$ cat config.mk
export PLATFORM = sky130hd
export DESIGN_NAME = led_pattern_sequencer
export DESIGN_NICKNAME = d
export VERILOG_FILES = /design/src/rtl/led_pattern_sequencer.sv
export SDC_FILE = /design/constraint.sdc
export NUM_CORES = 1
export LEC_CHECK = 0
export CORE_ASPECT_RATIO = 0.8
export CORE_UTILIZATION = 40
export CTS_BUF_LIST = sky130_fd_sc_hd__clkbuf_16
export DETAILED_ROUTE_END_ITERATION = 10
export GPL_TIMING_DRIVEN = 0
export SLEW_MARGIN = 25
export SYNTH_ARGS = -nofsm -noshare
export SYNTH_HDL_FRONTEND = slang
export SYNTH_SLANG_ARGS = --single-unit
$ cat constraint.sdc
create_clock -name clk -period 5.75 [get_ports clk]
set_input_delay 1.15 -clock clk [delete_from_list [all_inputs] [get_ports clk]]
set_output_delay 1.15 -clock clk [all_outputs]
set_load 0.01 [all_outputs]
$ cat src/rtl/led_pattern_sequencer.sv
// Prescaled 8-LED pattern engine: four patterns, mode changes applied on the next step tick.
// Build option: define LED_SEQ_AUTO_EN to advance to the next mode at each frame end.
module led_pattern_sequencer #(
  parameter int TICK_DIV = 50_000_000
) (
  input  logic       clk,
  input  logic       rs,
  input  logic [1:0] mode_req,
  input  logic       mode_load,
  input  logic       pause,
  output logic [7:0] led,
  output logic [1:0] mode,
  output logic       pending,
  output logic       step_tick,
  output logic       frame_done
);

  localparam int CNT_W = $clog2(TICK_DIV);
  localparam logic [CNT_W-1:0] CNT_LAST = CNT_W'(TICK_DIV - 1);

  typedef enum logic [1:0] {
    ROT_L  = 2'd0,
    ROT_R  = 2'd1,
    BOUNCE = 2'd2,
    FILL   = 2'd3
  } mode_t;

  logic [CNT_W-1:0] cnt;
  logic [3:0]       step;
  mode_t            mode_q;
  mode_t            pend_mode;
  logic             dir;
  logic             tick;
  logic [7:0]       led_next;
  logic             dir_next;

  function automatic logic [7:0] init_led(input mode_t m);
    case (m)
      ROT_R:   init_led = 8'hC0;
      FILL:    init_led = 8'h00;
      default: init_led = 8'h03;
    endcase
  endfunction

  function automatic logic [3:0] last_step(input mode_t m);
    case (m)
      BOUNCE:  last_step = 4'd11;
      FILL:    last_step = 4'd15;
      default: last_step = 4'd7;
    endcase
  endfunction

  assign tick = (cnt == CNT_LAST) && !pause;
  assign mode = mode_q;

  // Next pattern value; bounce direction flips when the pair reaches either end.
  always_comb begin
    led_next = led;
    dir_next = dir;
    case (mode_q)
      ROT_L: led_next = {led[6:0], led[7]};
      ROT_R: led_next = {led[0], led[7:1]};
      BOUNCE: begin
        led_next = dir ? {1'b0, led[7:1]} : {led[6:0], 1'b0};
        if (led_next == 8'hC0)
          dir_next = 1'b1;
        else if (led_next == 8'h03)
          dir_next = 1'b0;
      end
      FILL: led_next = (step < 4'd8) ? {led[6:0], 1'b1} : {1'b0, led[7:1]};
    endcase
  end

`ifdef LED_SEQ_AUTO_EN
  mode_t mode_succ;
  assign mode_succ = mode_t'(2'(mode_q + 2'd1));
`endif

  always_ff @(posedge clk or posedge rs) begin
    if (rs) begin
      cnt        <= '0;
      step       <= 4'd0;
      mode_q     <= ROT_L;
      pend_mode  <= ROT_L;
      pending    <= 1'b0;
      dir        <= 1'b0;
      led        <= 8'h03;
      step_tick  <= 1'b0;
      frame_done <= 1'b0;
    end else begin
      step_tick  <= tick;
      frame_done <= 1'b0;
      if (!pause)
        cnt <= (cnt == CNT_LAST) ? '0 : cnt + 1'b1;
      if (mode_load) begin
        pending   <= 1'b1;
        pend_mode <= mode_t'(mode_req);
      end
      // A tick acts on the request stored before this edge; a same-cycle load stays pending.
      if (tick) begin
        if (pending) begin
          mode_q <= pend_mode;
          led    <= init_led(pend_mode);
          step   <= 4'd0;
          dir    <= 1'b0;
          if (!mode_load)
            pending <= 1'b0;
        end else if (step == last_step(mode_q)) begin
          step       <= 4'd0;
          dir        <= 1'b0;
          frame_done <= 1'b1;
`ifdef LED_SEQ_AUTO_EN
          mode_q <= mode_succ;
          led    <= init_led(mode_succ);
`else
          led    <= init_led(mode_q);
`endif
        end else begin
          step <= step + 1'b1;
          led  <= led_next;
          dir  <= dir_next;
        end
      end
    end
  end

endmodule

==> out/results.ini <==
[sta]
fin_skew_ps=6.483
fmax_mhz=350.5
tightest_slew_ps=529.4
hold_violations=0
tns_ps=0
rsz0062_at_grt=false
hold_ws_ps=481.2
slew_violations=0
max_slew_margin=0.6465
period_minus_slack_ps=2853
fin_crit_sh=0.4961
setup_viol=0

[placement]
gp_congestion=0.8594
place_hpwl_microns=4011
io_buffers=18

[finish]
final_nets=307
drive_gt1_frac=0.1067
diodes=0
area_growth_pct=17.81
nFillCells=600

[critical_path]
crit_arrival_ps=3040
worstPathMaxFanout=9
end_kind=register
r2r-start=mode[1]$_DFFE_PP0P_
crit_type=in -> reg
reg2regPathDepth=6
regToRegSetupSlack_ps=3660
reg2reg_to=led[0]$_DFFE_PP1P_
cp.required_ps=5930
critPathLaunchType=input pin

[route]
drt_iter0_markers=111
ant_nets=0
first_pass_iters=4
drc=0
routed.top_layer=met4
dr_wl_met2_microns=2261
detail_route.wl_per_cell_microns=14.71
num_vias=2050
wl_met3_microns=214
drt_wl_total_microns=5606
wl_met1_microns=3064
avgViaCountPerCell=5.381

[worst_hold_path]
hold_path_class=reg -> reg
worstHoldStart=cnt[6]$_DFFE_PP0N_
hold_path_end=cnt[6]$_DFFE_PP0N_
hold_depth=1

[cts]
cts_buffers=5
post_cts_resized=0
cts_setup_buffers=0
path_clk_slew_ps=70
clock_tree.htree_level_count=2
holdBufCountCts=0
clockBufferDepth=2
cts_tree=built
cts_sinks=46
cts_root_buf=clkbuf_16
clk_latency_ps=290

[synthesis]
avgSynthCellArea_sq_um=9.446
synthDistinctLibCells=51
synth_flop_cell=dfrtp_1
async_reset_ff_frac=1.000
ys_seq_elements=46
yosys_warnings=0
synthCells=273
yosysSeqAreaShare=0.4474
syn_nets=281
syn-cell-area_sq_um=2579
synth_edf_count=0

[power]
ir_drop_mv=0.1050
powerDensity_nw_per_um2=232.1
leakage_nw=1.218

[global_route]
grt_antenna_before_repair=0
grt_max_degree=25
grt_overflow=0
grt_usage=0.1862
grt_pass1_vias=1901
grt_pass1_wl_microns=9653

[flow_run]
cap_violations=0

[floorplan]
num_rows=25
die_area_sq_um=6774
io_pins=19
die-width_microns=91.77
die_y_microns=73.82
start_util=0.4249
core_sq_um=6068

[run_status]
status=completed

flip-flops by register name, summed over array words and instances (netlist names):
signal / cells
cnt: 26
led: 8
step: 4
mode: 2
pend_mode: 2
dir: 1
frame_done: 1
pending: 1
step_tick: 1
how the worst max path moves through the flow:
stage          slack (ps)   from  cells after the start             endpoint
2_1_floorplan        3320  pause                      7   led[0]$_DFFE_PP1P_
3_3_place_gp         2530     rs                      2  cnt[15]$_DFFE_PP0N_
3_5_place_dp         2610  pause                      6  cnt[23]$_DFFE_PP0N_
4_1_cts              2930  pause                      6  cnt[23]$_DFFE_PP0N_
5_1_grt              2750  pause                      6  cnt[23]$_DFFE_PP0N_
6_report             2900  pause                      6  cnt[23]$_DFFE_PP0N_
worst max-delay path, stage by stage:
cell             delay [ps]
clkdlybuf4s50_1         500
and4b_1                 350
nand4_1                 380
nor4_1                  440
xnor2_1                 160
nor2_1                   50
kinds of logic after synthesis:
| logic type | share of synthesized area |
|---|---|
| buffers and inverters | 0.05192 |
| AOI/OAI and AO/OA | 0.1179 |
| DFF | 0.4474 |
| xor gates and xnor gates | 0.08151 |
| muxes | 0.03348 |
| adders and majority gates | 0.009702 |
| and+or+nand+nor | 0.2581 |
cell usage in the layout, fill, tap and decap left out, drive strengths merged, types with 3 or more instances in the layout:
cell,n
dfrtp,44
nand2,32
nor2,23
o21ai,21
nand3,19
xnor2,18
clkdlybuf4s50,18
clkbuf,12
nor3,11
inv,10
a21oi,8
nand4,8
xor2,6
buf,6
and3,5
a22o,5
mux2,5
nor4,4
nor4b,4
and2,3
nor2b,3
mux2i,3
metal layers:
layer,vias to the layer above,GRT usage
met5,-,0
met4,0,0.06250
met3,5,0.03727
met2,36,0.2607
met1,987,0.2834
li1,1022,-
final cells by class:
class | count | area [sq um] | share of cell area
plain buffers | 12 | 83.83 | 0.02759
clock buffers | 5 | 125.1 | 0.04119
clock inverters | 3 | 25.02 | 0.008237
inverters | 10 | 50.05 | 0.01647
multi-input cells | 205 | 1291 | 0.4250
flip-flops and latches | 46 | 1154 | 0.3797
well taps | 81 | 101.3 | 0.03336
repair buffers | 19 | 207.7 | 0.06837
Yosys cell counts, types with 2 or more instances:
master,count,share of area
nor4b_1,3,0.010
nand2_1,31,0.045
nand2b_1,2,0.0049
nand3_1,18,0.035
or4_1,2,0.0058
dfstp_2,2,0.020
ha_1,2,0.0097
a31oi_1,2,0.0049
and2_1,3,0.0073
nor2_1,23,0.033
mux2i_1,3,0.012
mux2_2,4,0.017
o21ai_0,9,0.017
inv_1,9,0.013
nor2b_1,3,0.0073
dfrtp_1,44,0.43
and4_1,2,0.0068
nand4_1,7,0.017
o22ai_1,2,0.0049
a21o_1,2,0.0058
nor3_1,10,0.019
o21ai_1,8,0.016
nor4_1,4,0.0097
and3_1,5,0.012
xor2_1,6,0.020
xnor2_1,18,0.061
buf_4,2,0.0058
a21oi_1,8,0.016
and4b_1,2,0.0078
a22oi_1,2,0.0058
buf_6,2,0.0087
o21ai_2,4,0.014
a22o_1,5,0.017
clkbuf_1,7,0.010
report_power, final:
group | switching, mW | leakage, nW | internal [mW]
Clock | 0.133 | 0.0704 | 0.163
Combinational | 0.0209 | 0.537 | 0.0239
Sequential | 0.0210 | 0.611 | 0.342
metrics by stage:
step | cells | utilization | setup WS [ps] | cell area [sq um] | power [mW]
2_1_floorplan | 273 | - | 3322 | 2579 | 0.3982
3_3_place_gp | 372 | 0.4713 | 2533 | 2860 | 0.4118
3_5_place_dp | 373 | 0.4759 | 2614 | 2888 | 0.4157
4_1_cts | 381 | 0.5006 | 2925 | 3038 | 0.7138
5_1_grt | 381 | 0.5006 | 2751 | 3038 | 0.7360
6_report | 381 | 0.5006 | 2897 | 3038 | 0.7051
Power figures use the tool's default switching activity.
